## src/rtl/seq_div_4b_if.sv

```systemverilog
// Operand/result bundle for the sequential divider. The ovf field exists only
// when SEQ_DIV_OVF_EN is defined.
interface seq_div_4b_if #(
    parameter int DIVIDEND_W = 8,
    parameter int DIVISOR_W  = 4
) ();
    logic                  start;
    logic [DIVIDEND_W-1:0] dividend;
    logic [DIVISOR_W-1:0]  divisor;
    logic                  busy;
    logic                  done;
    logic [DIVIDEND_W-1:0] quotient;
    logic [DIVISOR_W-1:0]  remainder;
    logic                  div_by_zero;
`ifdef SEQ_DIV_OVF_EN
    logic                  ovf;
`endif

    modport master (
        output start, dividend, divisor,
        input  busy, done, quotient, remainder, div_by_zero
`ifdef SEQ_DIV_OVF_EN
        , input ovf
`endif
    );

    modport slave (
        input  start, dividend, divisor,
        output busy, done, quotient, remainder, div_by_zero
`ifdef SEQ_DIV_OVF_EN
        , output ovf
`endif
    );
endinterface

```

## src/rtl/seq_div_4b.sv

```systemverilog
// Restoring divider, one quotient bit per clock behind start/busy/done.
// Optional SEQ_DIV_OVF_EN adds ovf: quotient does not fit in DIVISOR_W bits.
module seq_div_4b #(
    parameter int DIVIDEND_W = 8,
    parameter int DIVISOR_W  = 4
) (
    input logic          clk,
    input logic          rst,
    seq_div_4b_if.slave  div
);
    localparam int CNT_W = $clog2(DIVIDEND_W);
    localparam logic [CNT_W-1:0] LAST_CNT = CNT_W'(DIVIDEND_W - 1);

    typedef enum logic [1:0] {IDLE, CALC, DONE} state_t;

    state_t                state, state_nxt;
    logic [DIVIDEND_W-1:0] dvd_sh;
    logic [DIVIDEND_W-1:0] quo_sh;
    logic [DIVISOR_W-1:0]  dvs;
    logic [DIVISOR_W-1:0]  rem_w;
    logic [CNT_W-1:0]      cnt;
    logic [DIVIDEND_W-1:0] quotient_r;
    logic [DIVISOR_W-1:0]  remainder_r;
    logic                  dbz_r;
    logic                  accept;
    logic                  last;
    logic                  q_bit;
    logic [DIVISOR_W-1:0]  rem_nxt;
    logic [DIVIDEND_W-1:0] quo_nxt;

    // The shifted partial remainder is one bit wider than the divisor; after a
    // conditional subtract it always fits back into DIVISOR_W bits.
    function automatic logic [DIVISOR_W:0] div_step(
        input logic [DIVISOR_W-1:0] r,
        input logic                 b,
        input logic [DIVISOR_W-1:0] d
    );
        logic [DIVISOR_W:0]   r_sh;
        logic [DIVISOR_W-1:0] diff;
        r_sh = {r, b};
        diff = r_sh[DIVISOR_W-1:0] - d;
        if (r_sh >= {1'b0, d}) div_step = {1'b1, diff};
        else                   div_step = {1'b0, r_sh[DIVISOR_W-1:0]};
    endfunction

    assign {q_bit, rem_nxt} = div_step(rem_w, dvd_sh[DIVIDEND_W-1], dvs);
    assign quo_nxt = (quo_sh << 1) | DIVIDEND_W'(q_bit);
    assign accept  = div.start && ((state == IDLE) || (state == DONE));
    assign last    = (cnt == LAST_CNT);

    always_ff @(posedge clk) begin
        if (rst) state <= IDLE;
        else     state <= state_nxt;
    end

    always_comb begin
        state_nxt = state;
        case (state)
            IDLE, DONE: begin
                state_nxt = IDLE;
                if (div.start) state_nxt = (div.divisor == '0) ? DONE : CALC;
            end
            CALC:    if (last) state_nxt = DONE;
            default: state_nxt = IDLE;
        endcase
    end

    always_ff @(posedge clk) begin
        if (rst) begin
            dvd_sh      <= '0;
            quo_sh      <= '0;
            dvs         <= '0;
            rem_w       <= '0;
            cnt         <= '0;
            quotient_r  <= '0;
            remainder_r <= '0;
            dbz_r       <= 1'b0;
        end else if (accept) begin
            dvd_sh <= div.dividend;
            dvs    <= div.divisor;
            quo_sh <= '0;
            rem_w  <= '0;
            cnt    <= '0;
            if (div.divisor == '0) begin
                quotient_r  <= '1;
                remainder_r <= '0;
                dbz_r       <= 1'b1;
            end
        end else if (state == CALC) begin
            dvd_sh <= dvd_sh << 1;
            quo_sh <= quo_nxt;
            rem_w  <= rem_nxt;
            cnt    <= cnt + 1'b1;
            if (last) begin
                quotient_r  <= quo_nxt;
                remainder_r <= rem_nxt;
                dbz_r       <= 1'b0;
            end
        end
    end

`ifdef SEQ_DIV_OVF_EN
    logic ovf_r;

    always_ff @(posedge clk) begin
        if (rst)                                  ovf_r <= 1'b0;
        else if (accept && (div.divisor == '0))   ovf_r <= 1'b0;
        else if ((state == CALC) && last)         ovf_r <= |quo_nxt[DIVIDEND_W-1:DIVISOR_W];
    end

    assign div.ovf = ovf_r;
`endif

    assign div.busy        = (state == CALC);
    assign div.done        = (state == DONE);
    assign div.quotient    = quotient_r;
    assign div.remainder   = remainder_r;
    assign div.div_by_zero = dbz_r;
endmodule

```

## src/flat_wrapper.sv

```systemverilog
// flat-port wrapper written by rule: the top's interface ports become plain ports
module seq_div_4b_flat 
#(
    parameter int DIVIDEND_W = 8,
    parameter int DIVISOR_W  = 4
)
  (clk, rst, div_start, div_dividend, div_divisor, div_busy, div_done, div_quotient, div_remainder, div_div_by_zero);
  seq_div_4b_if #(.DIVIDEND_W(DIVIDEND_W), .DIVISOR_W(DIVISOR_W)) div_i ();
  input logic clk;
  input logic rst;
  input wire logic [$bits(div_i.start)-1:0] div_start;
  input wire logic [$bits(div_i.dividend)-1:0] div_dividend;
  input wire logic [$bits(div_i.divisor)-1:0] div_divisor;
  output wire logic [$bits(div_i.busy)-1:0] div_busy;
  output wire logic [$bits(div_i.done)-1:0] div_done;
  output wire logic [$bits(div_i.quotient)-1:0] div_quotient;
  output wire logic [$bits(div_i.remainder)-1:0] div_remainder;
  output wire logic [$bits(div_i.div_by_zero)-1:0] div_div_by_zero;
  assign div_i.start = div_start;
  assign div_i.dividend = div_dividend;
  assign div_i.divisor = div_divisor;
  assign div_busy = div_i.busy;
  assign div_done = div_i.done;
  assign div_quotient = div_i.quotient;
  assign div_remainder = div_i.remainder;
  assign div_div_by_zero = div_i.div_by_zero;
  seq_div_4b #(.DIVIDEND_W(DIVIDEND_W), .DIVISOR_W(DIVISOR_W)) u_core (.clk(clk), .rst(rst), .div(div_i));
endmodule
```

## config.mk

```make
export PLATFORM = sky130hd
export DESIGN_NAME = seq_div_4b_flat
export DESIGN_NICKNAME = d
export VERILOG_FILES = /design/src/rtl/seq_div_4b_if.sv /design/src/rtl/seq_div_4b.sv /design/src/flat_wrapper.sv
export SDC_FILE = /design/constraint.sdc
export NUM_CORES = 1
export LEC_CHECK = 0
export ABC_AREA = 1
export BUFFER_PORTS_ARGS = -buffer_cell sky130_fd_sc_hd__buf_2
export CAP_MARGIN = 20
export CORE_ASPECT_RATIO = 0.9
export CORE_MARGIN = 2
export CORE_UTILIZATION = 59
export DETAILED_ROUTE_END_ITERATION = 8
export PLACE_DENSITY = 0.8
export SLEW_MARGIN = 20
export SYNTH_ARGS = -nofsm -noshare
export SYNTH_HDL_FRONTEND = slang
export SYNTH_SLANG_ARGS = --single-unit
```

## constraint.sdc

```tcl
create_clock -name clk -period 3.1 [get_ports clk]
set_clock_uncertainty 0.15 [all_clocks]
set_input_delay 0.62 -clock clk [delete_from_list [all_inputs] [get_ports clk]]
set_output_delay 0.62 -clock clk [all_outputs]
set_load 0.1 [all_outputs]
```

==> results of run 1 <==
## path summary, 6_finish.rpt
check,end,slack (ps),depth (start not counted)
max,div_busy,740,3
min,u_core.div.quotient[7],320,2
max reg2reg,u_core.div.remainder[1],1310,7
min reg2reg,u_core.div.quotient[7],320,2
## tightest hold or removal path, cell delays in order, from the launching register on
cell and delay (ps):
dfxtp_1 320, nand2_1 60, a21oi_1 50
## metal layers
metal	vias to the layer above	part of all wire
met5	-	0
met4	0	0.0088
met3	4	0.041
met2	26	0.44
met1	662	0.51
li1	808	-
## area by class of cell
type,count,area share
Clock buffer,6,0.02515
Timing Repair Buffer,29,0.07117
Multi-Input combinational cell,150,0.4123
Inverter,31,0.05951
Sequential cell,41,0.4025
Clock inverter,1,0.003681
Tap cell,42,0.02577
## kinds of logic (layout without fill, tap and decap cells)
| logic type | Yosys count | after routing | share of synthesized area |
|---|---|---|---|
| xor gates and xnor gates | 1 | 1 | 0.004753 |
| AOI/OAI and AO/OA | 58 | 58 | 0.1853 |
| DFF | 41 | 41 | 0.4454 |
| buffers and inverters | 41 | 67 | 0.09844 |
| and+or+nand+nor | 84 | 84 | 0.2145 |
| adders and majority gates | 7 | 7 | 0.05159 |
## sequential cells by signal (all words and copies together) (netlist names)
register	count
u_core.cnt	3
u_core.div.div_by_zero	1
u_core.div.quotient	8
u_core.div.remainder	4
u_core.dvd_sh	8
u_core.dvs	4
u_core.quo_sh	7
u_core.rem_w	4
u_core.state	2
## metrics by stage
stage          total power, W  utilization  std cells  hold WS (ps)
2_1_floorplan       0.0007581            -        232         283.1
3_3_place_gp        0.0007967       0.6560        293         298.4
3_5_place_dp        0.0008005       0.6560        293         300.2
4_1_cts              0.001067       0.6755        300         317.7
5_1_grt              0.001121       0.6755        300         333.6
6_report             0.001059       0.6755        300         315.7
## synthesized netlist by cell type (all sizes together)
cell type | count | area share
a211oi | 6 | 0.024
a21oi | 32 | 0.093
a221oi | 5 | 0.024
buf | 8 | 0.029
clkbuf | 2 | 0.0041
dfxtp | 41 | 0.45
fa | 1 | 0.011
ha | 6 | 0.041
inv | 31 | 0.066
nand2 | 49 | 0.11
nand3 | 9 | 0.024
nor2 | 24 | 0.075
nor3 | 1 | 0.0027
nor4 | 1 | 0.0034
o211ai | 1 | 0.0041
o21a | 1 | 0.0041
o21ai | 12 | 0.033
o22ai | 1 | 0.0034
xor2 | 1 | 0.0048
## power breakdown
part	internal, W	switching, W	total (W)
sequential	0.000555	0.0000128	0.000568
clock	0.000106	0.000165	0.000271
combinational	0.0000677	0.000153	0.000220
==> flow_summary.ini, run 1 <==
[placed_design]
hpwlAfterDp_um = 2415
port_buffers = 29
place_ws_ps = 1018
gp_congestion = 0.8260
placed_area_um2 = 1981

[sta]
tns_ps = 0
tightest_slew_ps = 479.9
hold_viol_final = 0
maxSlewHeadroom = 0.6793
timing.fmax_ghz = 0.4230
slew_viol_final = 0
setup_viol = 0
rsz0062_at_grt = false
period_needed_ps = 2364
finalCritPeriodShare = 0.7626
setup_slack_ps = 736.0

[clocking]
cts.clk_slew.worst_paths_ps = 120
clock_path_buffers = 2
cts_tree = built
cts_setup_buffers = 0
post_cts_resized = 0
root_buffer = clkbuf_4
h-tree-depth = 2
cts.sinks = 41
numCtsBuffers = 5
cts_hold_buf = 0
insertion_delay_ps = 340

[global_route]
grt_overflow = 0
grt_pass1_wl_um = 6051
grt_usage = 0.2113
grt_use_met2 = 0.3343
grt_use_met3 = 0.05720
use_met1 = 0.2830
grt_antenna_before_repair = 0
grt_max_degree = 26
busiest_layer = met2
grt_pass1_vias = 1428

[critical_path]
required_ps = 2330
crit_path_start_kind = flop
crit_path_max_fanout = 25
startpoint = u_core.state[0]
r2r_start = u_core.cnt[0]
critPathBufInv = 2
crit_arrival_ps = 1590
crit_chain = inv_2, nor2_8, buf_2
end_kind = output pin
crit_type = reg2out
crit_family = buffers and inverters
critPathMaxStageDelay_ps = 500
critPathSlowestCell = buf_2

[hold_path]
holdCritPathClass = reg2reg
min_from = u_core.div.quotient[7]

[floorplanning]
start_util = 0.6104
rows = 19
io_pins = 30
core_area_um2 = 3019
die_x_um = 62.92
die_h_um = 57.02
die-area_um2 = 3587

[synthesis]
syn_nets = 254
postSynthCellCount = 232
synth_warnings = 0
seq_area_frac_synth = 0.4453
avgSynthCellArea_um2 = 7.944
synth_area_um2 = 1843
yosys.cell_types.count = 28
ys_seq_elements = 41

[layout]
seq_area_um2 = 820.8
fill_cells = 274
area_growth_pct = 10.66
final_cell_mix = nand2_1, dfxtp_1, inv_1, a21oi_1, buf_2
multi_input_area_um2 = 840.8
num_antenna_cells = 0
drive_above_1_share = 0.1938
design_area_um2 = 2039
final_common_cell = nand2_1
fin_nets = 280

[routing]
routed_via_density = 5.000
first_pass_iters = 4
drt_iter0_drc = 118
wl_um = 3401
vias = 1500
drc = 0
wire_per_inst_um = 11.34
antenna_left = 0

[status]
status = completed

[power]
p_leak_nw = 0.9416
power.density_nw_per_um2 = 519.4
ir_drop_v = 0.0003738

[flow_run]
cap_viol_max_count = 0
(Power assumes the default switching activity.)
==> run 2: changes to the inputs <==
--- a/config.mk
+++ b/config.mk
@@ -10,9 +10,9 @@
 export CAP_MARGIN = 20
 export CORE_ASPECT_RATIO = 0.9
 export CORE_MARGIN = 2
-export CORE_UTILIZATION = 59
+export CORE_UTILIZATION = 55
 export DETAILED_ROUTE_END_ITERATION = 8
-export PLACE_DENSITY = 0.8
+export PLACE_DENSITY = 0.75
 export SLEW_MARGIN = 20
 export SYNTH_ARGS = -nofsm -noshare
 export SYNTH_HDL_FRONTEND = slang
==> constraint.sdc (replaced) <==
create_clock -name clk -period 2.3 [get_ports clk]
set_clock_uncertainty 0.15 [all_clocks]
set_input_delay 0.46 -clock clk [delete_from_list [all_inputs] [get_ports clk]]
set_output_delay 0.46 -clock clk [all_outputs]
set_load 0.1 [all_outputs]
==> flow_summary.ini, run 2 (synthesized netlist as in run 1, its figures left out) <==
[status]
status = completed

[placed_design]
port_buffers = 29
hpwlAfterDp_um = 2528
place_ws_ps = 563.8
gp_congestion = 0.8866

[critical_path]
crit_path_max_fanout = 12
crit_path_start_kind = flop
crit_arrival_ps = 1450
critPathBufInv = 2
crit_type = reg2out
end_kind = output pin
crit_family = buffers and inverters
critPathMaxStageDelay_ps = 480
crit_chain = inv_2, nor2_8, buf_2
critPathSlowestCell = buf_2
required_ps = 1690

[global_route]
grt_antenna_before_repair = 0
grt_pass1_vias = 1342
grt_max_degree = 20
grt_overflow = 0
grt_pass1_wl_um = 5940
grt_usage = 0.2073

[floorplanning]
io_pins = 30
start_util = 0.5873
rows = 19
die-area_um2 = 3831
core_area_um2 = 3138
die_h_um = 58.92
die_x_um = 65.02

[clocking]
cts.sinks = 41
numCtsBuffers = 5
insertion_delay_ps = 300
cts_tree = built
clock_path_buffers = 2
h-tree-depth = 2
cts_hold_buf = 0
post_cts_resized = 0
root_buffer = clkbuf_8
cts_setup_buffers = 0
cts.clk_slew.worst_paths_ps = 80

[power]
power_frac_clock = 0.315
intPower_w = 0.001085
power.density_nw_per_um2 = 744.5
p_switching_w = 0.0004747
ir_drop_v = 0.0005773
seqPwrFrac = 0.490
power_frac_comb = 0.195
swShare = 0.3044
p_leak_nw = 0.9719

[hold_path]
holdCritPathClass = in2reg

[layout]
final_cell_mix = nand2_1, dfxtp_1, inv_1, a21oi_1, buf_2
finish.utilization = 0.6675
num_antenna_cells = 0
fin_nets = 282
final_common_cell = nand2_1
drive_above_1_share = 0.2069
area_growth_pct = 13.65

[sta]
period_needed_ps = 2064
setup_viol = 0
tns_ps = 0
tightest_slew_ps = 474.3
finalCritPeriodShare = 0.8973
maxSlewHeadroom = 0.6830
setup_slack_ps = 236.3
timing.fmax_ghz = 0.4846
hold_viol_final = 0
whs_ps = 278.8
slew_viol_final = 0
rsz0062_at_grt = false

[routing]
vias = 1515
first_pass_iters = 4
antenna_left = 0
routed_via_density = 5.000
wire_per_inst_um = 11.48
wl_um = 3479
drt_iter0_drc = 79
drc = 0

[flow_run]
cap_viol_max_count = 0
[run 2: cell types whose count changed in the layout (fill, tap and decap cells not counted)]
cell        delta
buf_4          +2
clkbuf_4       -5
clkbuf_8       +5
clkinv_2       +1
clkinv_4       +1
clkinvlp_4     -1
nor2_1         -1
nor2_2         +1
[run 2: path summary, 6_finish.rpt]
kind | from | slack [ps] | cells after the start | end
worst min-delay path | div_divisor[0] | 280 | 3 | u_core.dvs[0]
worst max register to register | u_core.dvs[2] | 550 | 10 | u_core.rem_w[3]
worst min register to register | u_core.div.quotient[6] | 310 | 2 | u_core.div.quotient[6]
worst max-delay path | u_core.state[0] | 240 | 3 | div_busy
[run 2: layer usage]
| metal | GRT usage | up-vias | wire, um |
|---|---|---|---|
| met5 | 0 | - | 0 |
| met4 | 0.08036 | 0 | 55 |
| met3 | 0.07457 | 5 | 119 |
| met2 | 0.3373 | 14 | 1558 |
| met1 | 0.2539 | 686 | 1745 |
| li1 | - | 810 | - |
[run 2: tightest hold or removal path: stages]
cell and delay [ps]:
buf_2 80, o21ai_0 70, nor2_1 70
[run 2: cell type report]
type                       instances  area [um2]
sequential                        41       820.8
tap                               42       52.55
multi-input combinational        150       843.3
timing repair buffer              31       160.2
clock inverter                     2       13.76
clock buffer                       6       82.58
inverter                          31       121.4
fill                             285        1044
[run 2: power groups by stage]
stage | Sequential, W | Combinational, W | Clock (W)
global placement | 0.000780 | 0.000300 | 0
finish | 0.000764 | 0.000304 | 0.000492
CTS | 0.000764 | 0.000305 | 0.000502
global route | 0.000767 | 0.000344 | 0.000533
detailed placement | 0.000781 | 0.000302 | 0
floorplan | 0.000799 | 0.000224 | 0
[run 2: per-stage QoR]
step	power, W	area [um2]	instances
global route	0.001644	2095	303
floorplan	0.001022	1846	232
CTS	0.001571	2095	303
detailed placement	0.001083	1998	295
finish	0.001559	2095	303
global placement	0.001080	1998	295
==> run 3: changes to the inputs <==
--- a/config.mk
+++ b/config.mk
@@ -6,7 +6,7 @@
 export NUM_CORES = 1
 export LEC_CHECK = 0
 export ABC_AREA = 1
-export BUFFER_PORTS_ARGS = -buffer_cell sky130_fd_sc_hd__buf_2
+export BUFFER_PORTS_ARGS = -buffer_cell sky130_fd_sc_hd__buf_4
 export CAP_MARGIN = 20
 export CORE_ASPECT_RATIO = 0.9
 export CORE_MARGIN = 2
==> flow_summary.ini, run 3 (synthesized netlist as in run 1, its figures left out) <==
[flow_run]
cap_viol_max_count = 0

[global_route]
busiest_layer = met2
grt_usage = 0.2154
grt_use_met3 = 0.06310
grt_overflow = 0
grt_pass1_wl_um = 6203
grt_use_met2 = 0.3328
grt_max_degree = 20
grt_pass1_vias = 1410
grt_antenna_before_repair = 0
use_met1 = 0.2781

[layout]
num_antenna_cells = 0
final_cell_mix = nand2_1, dfxtp_1, buf_4
fin_nets = 281
final_common_cell = nand2_1
area_growth_pct = 16.84
drive_above_1_share = 0.2008

[critical_path]
r2r_setup_slack_ps = 500
required_ps = 1690
crit_chain = inv_2, nor2_8, buf_4
crit_type = reg2out
crit_path_start_kind = flop
rr_worst_depth = 7
r2r_start = u_core.cnt[0]
crit_arrival_ps = 1350
crit_family = buffers and inverters
crit_path_max_fanout = 12
critPathMaxStageDelay_ps = 390
critPathSlowestCell = dfxtp_1
critPathBufInv = 2
crit_cells = 3
end_kind = output pin
rr_endpoint = u_core.div.quotient[0]

[sta]
finalCritPeriodShare = 0.8513
setup_viol = 0
maxSlewHeadroom = 0.6757
rsz0062_at_grt = false
hold_viol_final = 0
timing.fmax_ghz = 0.5108
tightest_slew_ps = 485.2
whs_ps = 307.3
slew_viol_final = 0
tns_ps = 0
period_needed_ps = 1958

[hold_path]
min_from = div_divisor[0]
hold_end = u_core.dvs[0]
hold_depth = 3
holdCritPathClass = in2reg

[routing]
antenna_left = 0
routed_via_density = 5.073
drt_iter0_drc = 65
wire_per_inst_um = 11.94
vias = 1527
drc = 0
first_pass_iters = 4
wl_um = 3594

[floorplanning]
die_h_um = 58.92
start_util = 0.5873
die-area_um2 = 3831
core_area_um2 = 3138
rows = 19
io_pins = 30
die_x_um = 65.02

[clocking]
cts_hold_buf = 0
numCtsBuffers = 5
post_cts_resized = 0
cts.clk_slew.worst_paths_ps = 80
clock_path_buffers = 2
cts_setup_buffers = 0
insertion_delay_ps = 300
cts_tree = built
cts.sinks = 41
h-tree-depth = 2
root_buffer = clkbuf_8

[power]
power.density_nw_per_um2 = 724.5
ir_drop_v = 0.0006186
p_leak_nw = 0.9702
p_total_w = 0.001560

[status]
status = completed

[placed_design]
gp_congestion = 0.8848
port_buffers = 29
hpwlAfterDp_um = 2545
[run 3: cell types whose count changed in the layout (fill, tap and decap cells not counted)]
cell / previous run / this run
buf_2: 29 / 0
clkinv_4: 1 / 0
clkinvlp_4: 0 / 1
buf_4: 2 / 30
clkinv_2: 1 / 0
[run 3: metal layers]
layer,part of all wire,vias up
met5,0,-
met4,0.021,0
met3,0.033,8
met2,0.45,18
met1,0.50,687
li1,-,814
[run 3: layout make-up]
| type | instances | area, um2 |
|---|---|---|
| Clock buffer | 6 | 82.58 |
| Timing Repair Buffer | 30 | 225.2 |
| Multi-Input combinational cell | 150 | 843.3 |
| Tap cell | 42 | 52.55 |
| Fill cell | 280 | 984.7 |
| Inverter | 31 | 121.4 |
| Sequential cell | 41 | 820.8 |
| Clock inverter | 1 | 7.507 |
[run 3: worst max-delay path by stage]
stage	startpoint	end	slack, ps
6_report	u_core.state[0]	div_busy	340
5_1_grt	u_core.state[0]	div_busy	290
4_1_cts	u_core.state[0]	div_busy	350
3_5_place_dp	rst	u_core.quo_sh[3]	490
3_3_place_gp	rst	u_core.quo_sh[0]	540
2_1_floorplan	u_core.state[1]	div_done	430
[run 3: tightest hold or removal path, stage by stage]
cell,delay [ps]
buf_4,80
o21ai_0,90
nor2_1,90
[run 3: metrics by stage]
step / instances / util / worst slack [ps] / cell area [um2]
floorplan: 232 / - / 426.3 / 1846
global placement: 294 / 0.6575 / 538.1 / 2063
detailed placement: 294 / 0.6575 / 487.6 / 2063
CTS: 301 / 0.6862 / 350.8 / 2153
global route: 301 / 0.6862 / 293.7 / 2153
finish: 301 / 0.6862 / 342.1 / 2153
[run 3: report_power, final]
group	leakage [nW]	internal (W)	switching [W]
Combinational	0.592	0.000102	0.000207
Clock	0.0433	0.000237	0.000248
Sequential	0.335	0.000748	0.0000179
